[src/rtl/bpu_pkg.sv]
// Types and constants shared by the branch predictor and its ID-stage resolve unit.
package bpu_pkg;

  localparam int BPU_PC_W = 16;
  localparam int unsigned PC_INC = 2;

  typedef enum logic [1:0] {
    RUN     = 2'd0,
    WAIT    = 2'd1,
    RECOVER = 2'd2
  } brs_state_t;

  typedef struct packed {
    logic                valid;
    logic                resolved;
    logic [BPU_PC_W-1:0] pc;
    logic                taken;
    logic [BPU_PC_W-1:0] target;
  } pred_entry_t;

endpackage

[src/rtl/branch_resolve_unit_if.sv]
// Fetch/decode inputs and predictor-training/redirect outputs of the branch resolve unit.
interface branch_resolve_unit_if
  import bpu_pkg::*;
#(
  parameter int PC_W  = BPU_PC_W,
  parameter int IDX_W = 4,
  parameter int CNT_W = 16
);

  logic             if_valid;
  logic [PC_W-1:0]  if_pc;
  logic             if_pred_taken;
  logic [PC_W-1:0]  if_pred_target;
  logic             pipe_stall;
  logic             id_is_branch;
  logic             id_flags_ready;
  logic             id_cond_met;
  logic [PC_W-1:0]  id_target;

  logic             upd_en;
  logic [IDX_W-1:0] upd_pc_idx;
  logic             upd_taken;
  logic [PC_W-1:0]  upd_target;
  logic             upd_mispredicted;
  logic             redirect_valid;
  logic [PC_W-1:0]  redirect_pc;
  logic             flush_if_id;
  logic             stall_front;
  logic [CNT_W-1:0] branch_cnt;
  logic [CNT_W-1:0] mispred_cnt;

  modport slave (
    input  if_valid, if_pc, if_pred_taken, if_pred_target, pipe_stall,
    input  id_is_branch, id_flags_ready, id_cond_met, id_target,
    output upd_en, upd_pc_idx, upd_taken, upd_target, upd_mispredicted,
    output redirect_valid, redirect_pc, flush_if_id, stall_front,
    output branch_cnt, mispred_cnt
  );

  modport master (
    output if_valid, if_pc, if_pred_taken, if_pred_target, pipe_stall,
    output id_is_branch, id_flags_ready, id_cond_met, id_target,
    input  upd_en, upd_pc_idx, upd_taken, upd_target, upd_mispredicted,
    input  redirect_valid, redirect_pc, flush_if_id, stall_front,
    input  branch_cnt, mispred_cnt
  );

endinterface

[src/rtl/sat_counter.sv]
// Up-counter with synchronous clear that sticks at all-ones instead of wrapping.
module sat_counter #(
  parameter int CNT_W = 16
) (
  input  logic             clk,
  input  logic             clear,
  input  logic             inc,
  output logic [CNT_W-1:0] cnt
);

  always_ff @(posedge clk) begin
    if (clear) begin
      cnt <= '0;
    end else if (inc && (cnt != {CNT_W{1'b1}})) begin
      cnt <= cnt + CNT_W'(1);
    end
  end

endmodule

[src/rtl/branch_resolve_unit.sv]
// ID-stage branch resolution: checks the carried IF prediction against the real outcome,
// redirects fetch on a mispredict and trains the predictor one cycle later.
module branch_resolve_unit
  import bpu_pkg::*;
#(
  parameter int PC_W  = BPU_PC_W,
  parameter int IDX_W = 4,
  parameter int CNT_W = 16
) (
  input logic                  clk,
  input logic                  rst_n,
  branch_resolve_unit_if.slave bus
);

  localparam logic [1:0] S_RUN     = 2'(RUN);
  localparam logic [1:0] S_WAIT    = 2'(WAIT);
  localparam logic [1:0] S_RECOVER = 2'(RECOVER);

  logic [1:0]       state;
  logic [1:0]       state_nx;
  pred_entry_t      pr;

  logic             pending;
  logic             wait_flags;
  logic             resolve;
  logic             act;
  logic             mis;
  logic             load_en;
  logic [PC_W-1:0]  fall_pc;

  logic             upd_en_p1;
  logic [IDX_W-1:0] upd_pc_idx_p1;
  logic             upd_taken_p1;
  logic [PC_W-1:0]  upd_target_p1;
  logic             upd_mis_p1;
  logic [CNT_W-1:0] branch_cnt;
  logic [CNT_W-1:0] mispred_cnt;

  // ---- ID stage: compare prediction against the resolved outcome ----
  always_comb begin
    pending    = pr.valid & ~pr.resolved & (state != S_RECOVER);
    wait_flags = pending & bus.id_is_branch & ~bus.id_flags_ready;
    resolve    = pending & ~wait_flags;
    act        = bus.id_is_branch & bus.id_cond_met;
    // A taken outcome with a wrong target is as bad as a wrong direction.
    mis        = resolve & ((act != pr.taken) |
                            (act & pr.taken & (bus.id_target != pr.target)));
  end

  assign fall_pc            = pr.pc + PC_W'(PC_INC);
  assign load_en            = ~(bus.pipe_stall | wait_flags);
  assign bus.redirect_valid = mis;
  assign bus.flush_if_id    = mis;
  assign bus.redirect_pc    = mis ? (act ? bus.id_target : fall_pc) : '0;
  assign bus.stall_front    = wait_flags;

  always_comb begin
    state_nx = state;
    case (state)
      S_RUN: begin
        if (wait_flags)  state_nx = S_WAIT;
        else if (mis)    state_nx = S_RECOVER;
      end
      S_WAIT: begin
        if (!wait_flags) state_nx = mis ? S_RECOVER : S_RUN;
      end
      S_RECOVER:         state_nx = S_RUN;
      default:           state_nx = S_RUN;
    endcase
  end

  always_ff @(posedge clk) begin
    if (!rst_n) begin
      state <= S_RUN;
    end else begin
      state <= state_nx;
    end
  end

  // ---- IF/ID boundary: prediction register (flush wins over any stall) ----
  always_ff @(posedge clk) begin
    if (!rst_n) begin
      pr.valid    <= 1'b0;
      pr.resolved <= 1'b0;
    end else if (mis) begin
      pr.valid    <= 1'b0;
      pr.resolved <= 1'b0;
    end else if (load_en) begin
      pr.valid    <= bus.if_valid;
      pr.resolved <= 1'b0;
      pr.pc       <= bus.if_pc;
      pr.taken    <= bus.if_pred_taken;
      pr.target   <= bus.if_pred_target;
    end else if (resolve) begin
      // Held entry already trained; it must not resolve again while stalled.
      pr.resolved <= 1'b1;
    end
  end

  // ---- Training stage: one-cycle pulse after the resolve cycle ----
  always_ff @(posedge clk) begin
    if (!rst_n) begin
      upd_en_p1     <= 1'b0;
      upd_mis_p1    <= 1'b0;
      upd_taken_p1  <= 1'b0;
      upd_target_p1 <= '0;
      upd_pc_idx_p1 <= '0;
    end else begin
      upd_en_p1     <= resolve & bus.id_is_branch;
      upd_mis_p1    <= mis;
      upd_taken_p1  <= resolve & act;
      upd_target_p1 <= resolve ? bus.id_target : '0;
      upd_pc_idx_p1 <= resolve ? pr.pc[IDX_W:1] : '0;
    end
  end

  assign bus.upd_en           = upd_en_p1;
  assign bus.upd_mispredicted = upd_mis_p1;
  assign bus.upd_taken        = upd_taken_p1;
  assign bus.upd_target       = upd_target_p1;
  assign bus.upd_pc_idx       = upd_pc_idx_p1;

  sat_counter #(.CNT_W(CNT_W)) u_branch_cnt (
    .clk   (clk),
    .clear (~rst_n),
    .inc   (resolve & bus.id_is_branch),
    .cnt   (branch_cnt)
  );

  sat_counter #(.CNT_W(CNT_W)) u_mispred_cnt (
    .clk   (clk),
    .clear (~rst_n),
    .inc   (mis),
    .cnt   (mispred_cnt)
  );

  assign bus.branch_cnt  = branch_cnt;
  assign bus.mispred_cnt = mispred_cnt;

endmodule

[src/flat_wrapper.sv]
// flat-port wrapper written by rule: the top's interface ports become plain ports
module branch_resolve_unit_flat import bpu_pkg::*;
#(
  parameter int PC_W  = BPU_PC_W,
  parameter int IDX_W = 4,
  parameter int CNT_W = 16
)
  (clk, rst_n, bus_if_valid, bus_if_pc, bus_if_pred_taken, bus_if_pred_target, bus_pipe_stall, bus_id_is_branch, bus_id_flags_ready, bus_id_cond_met, bus_id_target, bus_upd_en, bus_upd_pc_idx, bus_upd_taken, bus_upd_target, bus_upd_mispredicted, bus_redirect_valid, bus_redirect_pc, bus_flush_if_id, bus_stall_front, bus_branch_cnt, bus_mispred_cnt);
  branch_resolve_unit_if #(.PC_W(PC_W), .IDX_W(IDX_W), .CNT_W(CNT_W)) bus_i ();
  input logic clk;
  input logic rst_n;
  input wire logic [$bits(bus_i.if_valid)-1:0] bus_if_valid;
  input wire logic [$bits(bus_i.if_pc)-1:0] bus_if_pc;
  input wire logic [$bits(bus_i.if_pred_taken)-1:0] bus_if_pred_taken;
  input wire logic [$bits(bus_i.if_pred_target)-1:0] bus_if_pred_target;
  input wire logic [$bits(bus_i.pipe_stall)-1:0] bus_pipe_stall;
  input wire logic [$bits(bus_i.id_is_branch)-1:0] bus_id_is_branch;
  input wire logic [$bits(bus_i.id_flags_ready)-1:0] bus_id_flags_ready;
  input wire logic [$bits(bus_i.id_cond_met)-1:0] bus_id_cond_met;
  input wire logic [$bits(bus_i.id_target)-1:0] bus_id_target;
  output wire logic [$bits(bus_i.upd_en)-1:0] bus_upd_en;
  output wire logic [$bits(bus_i.upd_pc_idx)-1:0] bus_upd_pc_idx;
  output wire logic [$bits(bus_i.upd_taken)-1:0] bus_upd_taken;
  output wire logic [$bits(bus_i.upd_target)-1:0] bus_upd_target;
  output wire logic [$bits(bus_i.upd_mispredicted)-1:0] bus_upd_mispredicted;
  output wire logic [$bits(bus_i.redirect_valid)-1:0] bus_redirect_valid;
  output wire logic [$bits(bus_i.redirect_pc)-1:0] bus_redirect_pc;
  output wire logic [$bits(bus_i.flush_if_id)-1:0] bus_flush_if_id;
  output wire logic [$bits(bus_i.stall_front)-1:0] bus_stall_front;
  output wire logic [$bits(bus_i.branch_cnt)-1:0] bus_branch_cnt;
  output wire logic [$bits(bus_i.mispred_cnt)-1:0] bus_mispred_cnt;
  assign bus_i.if_valid = bus_if_valid;
  assign bus_i.if_pc = bus_if_pc;
  assign bus_i.if_pred_taken = bus_if_pred_taken;
  assign bus_i.if_pred_target = bus_if_pred_target;
  assign bus_i.pipe_stall = bus_pipe_stall;
  assign bus_i.id_is_branch = bus_id_is_branch;
  assign bus_i.id_flags_ready = bus_id_flags_ready;
  assign bus_i.id_cond_met = bus_id_cond_met;
  assign bus_i.id_target = bus_id_target;
  assign bus_upd_en = bus_i.upd_en;
  assign bus_upd_pc_idx = bus_i.upd_pc_idx;
  assign bus_upd_taken = bus_i.upd_taken;
  assign bus_upd_target = bus_i.upd_target;
  assign bus_upd_mispredicted = bus_i.upd_mispredicted;
  assign bus_redirect_valid = bus_i.redirect_valid;
  assign bus_redirect_pc = bus_i.redirect_pc;
  assign bus_flush_if_id = bus_i.flush_if_id;
  assign bus_stall_front = bus_i.stall_front;
  assign bus_branch_cnt = bus_i.branch_cnt;
  assign bus_mispred_cnt = bus_i.mispred_cnt;
  branch_resolve_unit #(.PC_W(PC_W), .IDX_W(IDX_W), .CNT_W(CNT_W)) u_core (.clk(clk), .rst_n(rst_n), .bus(bus_i));
endmodule
[config.mk]
export PLATFORM = sky130hd
export DESIGN_NAME = branch_resolve_unit_flat
export DESIGN_NICKNAME = d
export VERILOG_FILES = /design/src/rtl/bpu_pkg.sv /design/src/rtl/branch_resolve_unit_if.sv /design/src/rtl/sat_counter.sv /design/src/rtl/branch_resolve_unit.sv /design/src/flat_wrapper.sv
export SDC_FILE = /design/constraint.sdc
export NUM_CORES = 1
export LEC_CHECK = 0
export ABC_AREA = 1
export CAP_MARGIN = 20
export CORE_UTILIZATION = 35
export DETAILED_ROUTE_END_ITERATION = 7
export PLACE_DENSITY_LB_ADDON = 0.12
export SLEW_MARGIN = 20
export SYNTH_ARGS = -nofsm -noshare
export SYNTH_HDL_FRONTEND = slang
export SYNTH_SLANG_ARGS = --single-unit
export TNS_END_PERCENT = 5
[constraint.sdc]
create_clock -name clk -period 4.12 [get_ports clk]
set_input_delay 0.618 -clock clk [delete_from_list [all_inputs] [get_ports clk]]
set_output_delay 0.618 -clock clk [all_outputs]
set_load 0.01 [all_outputs]
== Word-level counts from Yosys, hierarchy flattened ==
Index checks and enable logic that the tools add are counted.
W data, S select, Z words.
Word-level totals
  bits in registers: 92
  output and inout bits: 74
  logic and storage cells: 58
Cells by class
  add/sub/neg operators: 3
  equal/unequal tests: 8
  mux-type cells: 7
  bitwise operators: 19
  reduce and logical (&&, ||, !) cells: 8
Operators with widths (number)
  $add A16 B1 Y16 const B: 2
  $mux W16: 2
  $ne A16 B16 Y1 const B: 2
  $add A16 B2 Y16 const B: 1
  $ne A16 B16 Y1: 1
  $and A1 B1 Y1: 11
  $mux W2: 4
  $not A1 Y1: 6
  $ne A2 B2 Y1 const B: 2
  $pmux W2 S2: 1
  $reduce_and A2 Y1: 2
  $ne A3 B1 Y1 const B: 1
  $reduce_and A3 Y1: 1
  $reduce_or A3 Y1: 1
  $eq A2 B1 Y1 const B: 1
  $logic_and A1 B1 Y1: 2
  $logic_not A2 Y1: 1
  $or A1 B1 Y1: 2
  $reduce_or A2 Y1: 1
  $ne A1 B1 Y1: 1

== Logic depth before layout (Yosys ltp) ==
Gate-level depths: netlist of run 1.
  word-level depth: 11
  depth in mapped cells: 13
  mapped depth without buffers: 13

== Modules after synthesis ==
Synthesis of run 1 repeated with hierarchy kept, for this count alone.
Unflattened totals
  cell total of the unflattened synthesis: 619
  area total of the unflattened synthesis: 4531.8 sq um
Modules (own cells, without submodules)
  branch_resolve_unit: instances 1, cells an instance 321, area an instance 2672.6 sq um, seq. area each 1531.5 sq um
  sat_counter: instances 2, cells an instance 149, area an instance 929.6 sq um, seq. area each 320.3 sq um

== Worst setup path before layout of run 1 ==
Ideal clock, no wire load.
  path type: input port to flip-flop
  start: input bus_id_cond_met
  end: register u_core.pr[0] (netlist name) (enable)
  setup time: 0.423 ns
  data arrival time: 3.135 ns
  data required time: 3.697 ns
  slack: 0.562 ns
  stages: 9
  path buffers: 1
  cells stage by stage: nand2_1 -> inv_1 -> clkbuf_1 -> ha_1 -> inv_1 -> nand2_2 -> nand2_2 -> nand2_1 -> nor2_1
On the way
  word-level cells in the longest chain between the ends: 7
  elaborated cells between the ends (all ways): 8
  those cells by class: eq/ne: 1; bitwise: 6; reduce/logical: 1
RTL lines
  start: declaration: RTL line flat_wrapper.sv:19  | input wire logic [$bits(bus_i.id_cond_met)-1:0] bus_id_cond_met;
  $and A1 B1 Y1 *: RTL line branch_resolve_unit.sv:44  | act = bus.id_is_branch & bus.id_cond_met;
  $and A1 B1 Y1 (2 in a row): RTL line branch_resolve_unit.sv:47  | (act & pr.taken & (bus.id_target != pr.target)));
  $or A1 B1 Y1 *: RTL line branch_resolve_unit.sv:46  | mis = resolve & ((act != pr.taken) |
  $and A1 B1 Y1 *: RTL line branch_resolve_unit.sv:46
  $not A1 Y1 (no source line) *
  $reduce_and A3 Y1 (no source line) *
  end: declaration: RTL line branch_resolve_unit.sv:21  | pred_entry_t pr;
Every way passes the cells marked *; elsewhere a longest branch is shown, timed or not.
A chain may end at the register's enable or synchronous reset.

== Worst setup path after layout of run 1 ==
  start: input bus_id_target[9]
  end: output bus_redirect_pc[13]
On the way
  word-level cells in the longest chain between the ends: 5
RTL lines
  start: declaration: RTL line flat_wrapper.sv:20  | input wire logic [$bits(bus_i.id_target)-1:0] bus_id_target;
  $ne A16 B16 Y1: RTL line branch_resolve_unit.sv:47
  $and A1 B1 Y1: RTL line branch_resolve_unit.sv:47
  $or A1 B1 Y1: RTL line branch_resolve_unit.sv:46
  $and A1 B1 Y1: RTL line branch_resolve_unit.sv:46
  $mux W16: RTL line branch_resolve_unit.sv:54  | assign bus.redirect_pc = mis ? (act ? bus.id_target : fall_pc) : '0;
  end: declaration: RTL line flat_wrapper.sv:27  | output wire logic [$bits(bus_i.redirect_pc)-1:0] bus_redirect_pc;
Every way passes these cells.

==> key figures, run 1 <==
Timing
  – TNS Setup: 0 ps
  – Slew Limit Fails: 0
  – Final worst path period share: between 80% and 90%
  – Actual slew at the worst max-slew pin: approximately 860 ps
  – Fin crit period: 3668 ps
  – Final setup fails: 0
  – Fin. Hold Viols: 0
  – Worst Skew: 6.658 ps
  – Fmax: ~0.27 GHz
  – Unrepaired setup endpoints after global routing: false
  – Slew headroom: between 40% and 50%

Finish
  – FF+latch area: between 2000 and 2500 µm²
  – Area delta synth->final: 40.69%
  – Multi-input gate area: around 1900 µm²
  – Design area: 6217 µm²
  – # diodes: 0
  – Most common cell after layout, fill and taps aside: nand2_1
  – Nets: ~760
  – Share of layout cells above drive strength 1: about 5.4%
  – Commonest cells after routing, fill and taps aside: nand2_1, clkdlybuf4s50_1, nor2_1
  – Filler cell count in the final layout: roughly 1200
  – Final Util: between 50% and 60%

Clock network
  – Clk pin slew, worst setup/hold paths: ~70 ps
  – Root Buffer: clkbuf_16
  – Hold_buf cts: 0
  – CTS buffer count: 9
  – Sink Count: just over 90
  – CTS tree: done
  – CTS H-tree depth: 3
  – Clock tree buffer depth: 2
  – Post-cts sizing count: 0
  – Worst-Skew Late Latency: around 350 ps
  – Setup Buffers After CTS: 0

GRT
  – Largest net degree at the start of global routing: 34
  – GRT Overall Usage: a little under a fifth
  – Vias in the first global route: approximately 3800
  – Initial antenna violation count: 0
  – Grt ovf: 0
  – First-pass GRT wire length: about 18000 µm

Logic synthesis
  – Yosys warning count: 0
  – Net count after synthesis: about 630
  – Sequential element share of the synthesized area: between 40% and 50%
  – Post-synth ARST share: 0%
  – Syn Area/Cell: approximately 7.7 µm²
  – Syn Inst Count: 574
  – Post-synth EDFFs: 33
  – Synth Cell Area: 4419 µm²
  – Register bit total from synthesis: 92
  – Ys flop type: dfxtp_1
  – Synth unique cells: 34

Worst setup path
  – CP peak stage delay: 490 ps
  – CP arrival: 3050 ps
  – Crit path from: bus_id_target[9]
  – Setup CP Type: in2out
  – Crit path top cell by count: nand2_1
  – CP bufs+invs: 4
  – Crit path capture type: primary output
  – Critical path fanouts, max: 19
  – Crit-path slowest cell: clkdlybuf4s50_1
  – Crit-path cells: clkdlybuf4s50_1 -> inv_1 -> nand2_1 -> nand2_1 -> nor2_1 -> nand2_1 -> nor2_1 -> nand2_1 -> nand2_1 -> nand2_2 -> nand2_2 -> inv_1 -> o21ai_0 -> nor2_1 -> clkdlybuf4s50_1
  – Startpoint Class: input pin
  – Crit path required time: about 3500 ps
  – Origin of the critical flop-to-flop path: u_core.pr[9]
  – CP delay by family, top: buffers and inverters

Flow run
  – Maxcap violations: 0

Drt
  – Iter 0 DRT Violations: around 240
  – DRC viols: 0
  – Routed WL: between 10000 and 15000 µm
  – First-pass detailed-route iteration total: 4
  – Final ANT Viol Nets: 0
  – DR vias/cell: 4.602
  – DR vias: 4027
  – Mean routed wirelength per cell: roughly 13 µm

Placement
  – Placed inst area: between 5000 and 6000 µm²
  – GPL Wtd Cong: 0.8127
  – # port buffers: ~130
  – DP Wirelength: about 8300 µm

Run status
  – Status: completed

Min path
  – Hold path start: u_core.state[1]
  – HP Class: reg2reg

Floorplan
  – Placement Rows: 40
  – # IOs: 130
  – Starting Density: a little over a third
  – Core area: ~12000 µm²
  – Die Ht: roughly 110 µm
  – Die area: 13080 µm²
  – Die width: between 100 and 150 µm

Power and ir drop
  – Cell leakage power: ~2.5 nW
  – Post-route total power: around 2.1 mW
  – PwrDens: 340.1 nW/µm²
  – Worst vdd rail ir drop: 0.2913 mV
==> synth_stat cells, types with 2 or more instances <==
cell type | n | area (µm²)
a31oi_1 | 2 | 12.51
buf_4 | 2 | 15.01
a211oi_1 | 8 | 60.06
nor2_1 | 88 | 330.3
nor3_1 | 11 | 55.05
a21oi_1 | 34 | 170.2
inv_1 | 81 | 304.0
inv_2 | 2 | 7.510
nor3b_1 | 2 | 15.01
nand2_1 | 140 | 525.5
dfxtp_1 | 59 | 1181
xor2_1 | 15 | 131.4
buf_2 | 4 | 20.02
or2_2 | 2 | 12.51
o21ai_0 | 19 | 95.09
ha_1 | 4 | 50.05
clkbuf_1 | 8 | 30.03
nand3_1 | 18 | 90.09
nand2_2 | 5 | 31.28
xnor2_1 | 6 | 52.55
edfxtp_1 | 33 | 991.0
nor3_2 | 2 | 20.02
nand4_1 | 18 | 112.6
==> worst paths after layout <==
check	end	slack, ps	cells after the start
hold reg to reg	u_core.state[0]	440	1
hold / removal	u_core.state[0]	440	1
setup reg to reg	u_core.pr[1]	1630	12
setup / recovery	bus_redirect_pc[13]	450	15
==> power breakdown <==
part           leakage [nW]  internal (mW)  switching [mW]  total, mW
combinational          1.52         0.0928          0.0980      0.191
sequential            0.785          0.966          0.0133      0.979
clock                 0.161          0.573           0.371      0.944
==> through the flow <==
step	setup WS, ps	cells	hold slack, ps
final	451.9	875	442.8
after global routing	246.8	875	489.9
after CTS	399.7	875	443.2
after detailed placement	422.9	859	432.5
after global placement	469.4	859	425.6
after floorplan	562.4	574	412.2
==> cells by family (layout without fill, tap and decap cells) <==
| group | after synthesis | in the layout | synth area share, % |
|---|---|---|---|
| adder cells (fa/ha/maj) | 4 | 4 | 1.133 |
| buffers and inverters | 99 | 232 | 8.947 |
| flip-flops | 92 | 92 | 49.15 |
| AO/OA/AOI/OAI | 66 | 66 | 8.267 |
| AND/OR/NAND/NOR | 292 | 292 | 28.34 |
| XOR/XNOR | 21 | 21 | 4.162 |
==> layout make-up <==
| type | count | share of cell area, % |
|---|---|---|
| Sequential cell | 92 | 34.94 |
| Tap cell | 168 | 3.381 |
| Timing Repair Buffer | 133 | 21.25 |
| Clock inverter | 6 | 1.489 |
| Inverter | 83 | 5.011 |
| Multi-Input combinational cell | 383 | 29.91 |
| Clock buffer | 10 | 4.025 |
==> sequential cells by signal, indices dropped and copies added (netlist names) <==
name	count
u_core.bus.upd_en	1
u_core.bus.upd_mispredicted	1
u_core.bus.upd_pc_idx	4
u_core.bus.upd_taken	1
u_core.bus.upd_target	16
u_core.pr	35
u_core.state	2
u_core.u_branch_cnt.cnt	16
u_core.u_mispred_cnt.cnt	16
==> routing by layer <==
layer,up-vias,share of wire (%),global-route usage [%]
li1,2080,-,-
met4,0,1.5,5.887
met5,-,0,0
met2,97,48,30.51
met1,1836,44,21.52
met3,14,5.8,5.982
No activity file was read; power rests on OpenSTA's default activity.
==> run 2, diff against run 1 <==
- CELL_PAD_IN_SITES_DETAIL_PLACEMENT: unset -> 0
- CELL_PAD_IN_SITES_GLOBAL_PLACEMENT: unset -> 1
- CORE_UTILIZATION: 35 -> 34
==> key figures, run 2 (same netlist as run 1, synthesis figures left out) <==
GRT
  – Grt ovf: 0
  – First-pass GRT wire length: 18890 µm
  – GRT Overall Usage: between 10% and 20%
  – Vias in the first global route: 3845
  – Initial antenna violation count: 0
  – Largest net degree at the start of global routing: 34

Timing
  – TNS Setup: 0 ps
  – Fin. Hold Viols: 0
  – Worst Skew: just under 8 ps
  – Final worst path period share: approximately nine tenths
  – Fmax: 0.2756 GHz
  – Unrepaired setup endpoints after global routing: false
  – Slew Limit Fails: 0
  – Final setup fails: 0
  – Slew headroom: a little under 40%
  – Fin crit period: ~3600 ps
  – Actual slew at the worst max-slew pin: approximately 910 ps

Worst setup path
  – R2r endpoint: u_core.pr[3]
  – CP arrival: 3010 ps
  – Crit path required time: around 3500 ps
  – Reg2Reg Setup Slack: ~1600 ps
  – Critical path fanouts, max: 19
  – Reg2Reg Depth: 12
  – Setup CP Type: in2out
  – Startpoint Class: input pin
  – Origin of the critical flop-to-flop path: u_core.pr[15]
  – Crit-path slowest cell: clkdlybuf4s50_1
  – CP peak stage delay: roughly 520 ps
  – Crit path capture type: primary output
  – Crit-path cells: clkdlybuf4s50_1 -> inv_1 -> nand2_1 -> nand2_1 -> nor2_1 -> nand2_1 -> nor2_1 -> nand2_1 -> nand2_1 -> nand2_2 -> nand2_2 -> inv_1 -> o21ai_0 -> nor2_1 -> clkdlybuf4s50_1
  – Crit path top cell by count: nand2_1
  – CP bufs+invs: 4
  – CP delay by family, top: buffers and inverters

Clock network
  – Setup Buffers After CTS: 0
  – CTS H-tree depth: 3
  – Clk pin slew, worst setup/hold paths: approximately 60 ps
  – CTS tree: done
  – Clock tree buffer depth: 2
  – Worst-Skew Late Latency: approximately 350 ps
  – Sink Count: 92
  – Hold_buf cts: 0
  – CTS buffer count: 9
  – Post-cts sizing count: 0
  – Root Buffer: clkbuf_16

Drt
  – Final ANT Viol Nets: 0
  – First-pass detailed-route iteration total: 4
  – DRC viols: 0
  – Mean routed wirelength per cell: approximately 13 µm
  – Routed WL: between 10000 and 15000 µm
  – DR vias: ~4000
  – Iter 0 DRT Violations: 187
  – DR vias/cell: 4.571

Power and ir drop
  – PwrDens: about 310 nW/µm²
  – Combinational power share: 10.0%
  – Switch Pwr: 0.4529 mW
  – Switch share: between 20% and 30%
  – Power share of the clock group: between 30% and 40%
  – Internal: 1.462 mW
  – Post-route total power: about 1.9 mW
  – Cell leakage power: roughly 2.4 nW
  – Worst vdd rail ir drop: about 0.17 mV
  – Sequential share of power: between 50% and 60%

Run status
  – Status: completed

Finish
  – Register with the most flip-flops: u_core.pr
  – Share of layout cells above drive strength 1: under 10%
  – Most common cell after layout, fill and taps aside: nand2_1
  – # diodes: 0
  – Fin cells: just under 900
  – Filler cell count in the final layout: between 1000 and 1500
  – Final Util: 48.40%
  – Max reg flops: 35
  – Area delta synth->final: 38.76%
  – Nets: 762
  – Design area: ~6000 µm²
  – Commonest cells after routing, fill and taps aside: nand2_1, clkdlybuf4s50_1, nor2_1

Placement
  – Placed inst area: 5879 µm²
  – Post-Place Cells: ~860
  – GPL Wtd Cong: around 0.82
  – DP Wirelength: ~8500 µm
  – # port buffers: about 130

Min path
  – Worst Hold Endpoint: u_core.state[0]
  – Worst Hold Depth: 1
  – HP Class: reg2reg
  – Hold path start: u_core.state[1]

Floorplan
  – # IOs: 130
  – Placement Rows: 41
  – Die width: 116.0 µm
  – Core area: 12670 µm²
  – Starting Density: between 30% and 40%
  – Die area: 13460 µm²
  – Die Ht: around 120 µm

Flow run
  – Maxcap violations: 0
==> run 2: worst reg2reg max path, stage by stage (launching register included) <==
cell and delay, ps:
edfxtp_1 380, nand2_1 80, nand2_1 70, nor2_1 160, nand2_1 100, nor2_1 110, nand2_1 70, nand2_1 70
nand2_2 50, nand2_2 330, nand2_1 190, nor2_4 110, buf_4 420
==> run 2: cell type report <==
cell class,instances,area [µm²],area share (%)
Tap cell,172,215.2,3.509
Timing Repair Buffer,133,1321,21.55
Clock buffer,12,236.5,3.856
Sequential cell,92,2172,35.42
Multi-Input combinational cell,383,1859,30.32
Clock inverter,4,16.27,0.2653
Inverter,83,311.5,5.081
==> run 2: metal layers <==
| metal | vias to the layer above | global-route usage (%) | wire length [µm] |
|---|---|---|---|
| li1 | 2084 | - | - |
| met3 | 14 | 4.289 | 701 |
| met5 | - | 0 | 0 |
| met1 | 1821 | 24.95 | 5612 |
| met2 | 99 | 28.06 | 5229 |
| met4 | 0 | 8.376 | 242 |
==> run 2: how the worst max path moves through the flow <==
stage                                     end  slack [ps]  cells past startpoint         startpoint
final                     bus_redirect_pc[13]         490                     15  bus_id_target[12]
after global routing      bus_redirect_pc[13]         260                     15   bus_id_target[9]
after CTS                 bus_redirect_pc[13]         480                     15  bus_id_target[12]
after detailed placement  bus_redirect_pc[13]         480                     15  bus_id_target[12]
after global placement    bus_redirect_pc[13]         490                     15  bus_id_target[15]
after floorplan                  u_core.pr[0]         560                      9    bus_id_cond_met
==> run 2: power groups by stage <==
stage	logic, mW	registers (mW)	clock network, mW
6_report	0.191	0.979	0.744
3_5_place_dp	0.193	0.999	0
3_3_place_gp	0.191	0.999	0
2_1_floorplan	0.0853	1.00	0
4_1_cts	0.194	0.979	0.770
5_1_grt	0.212	0.981	0.802
==> run 2: per-stage QoR <==
step | hold slack (ps) | setup slack, ps
2_1_floorplan | 412.2 | 562.4
3_3_place_gp | 419.9 | 486.0
3_5_place_dp | 434.1 | 483.7
4_1_cts | 445.3 | 476.4
5_1_grt | 461.2 | 262.0
6_report | 442.6 | 491.0
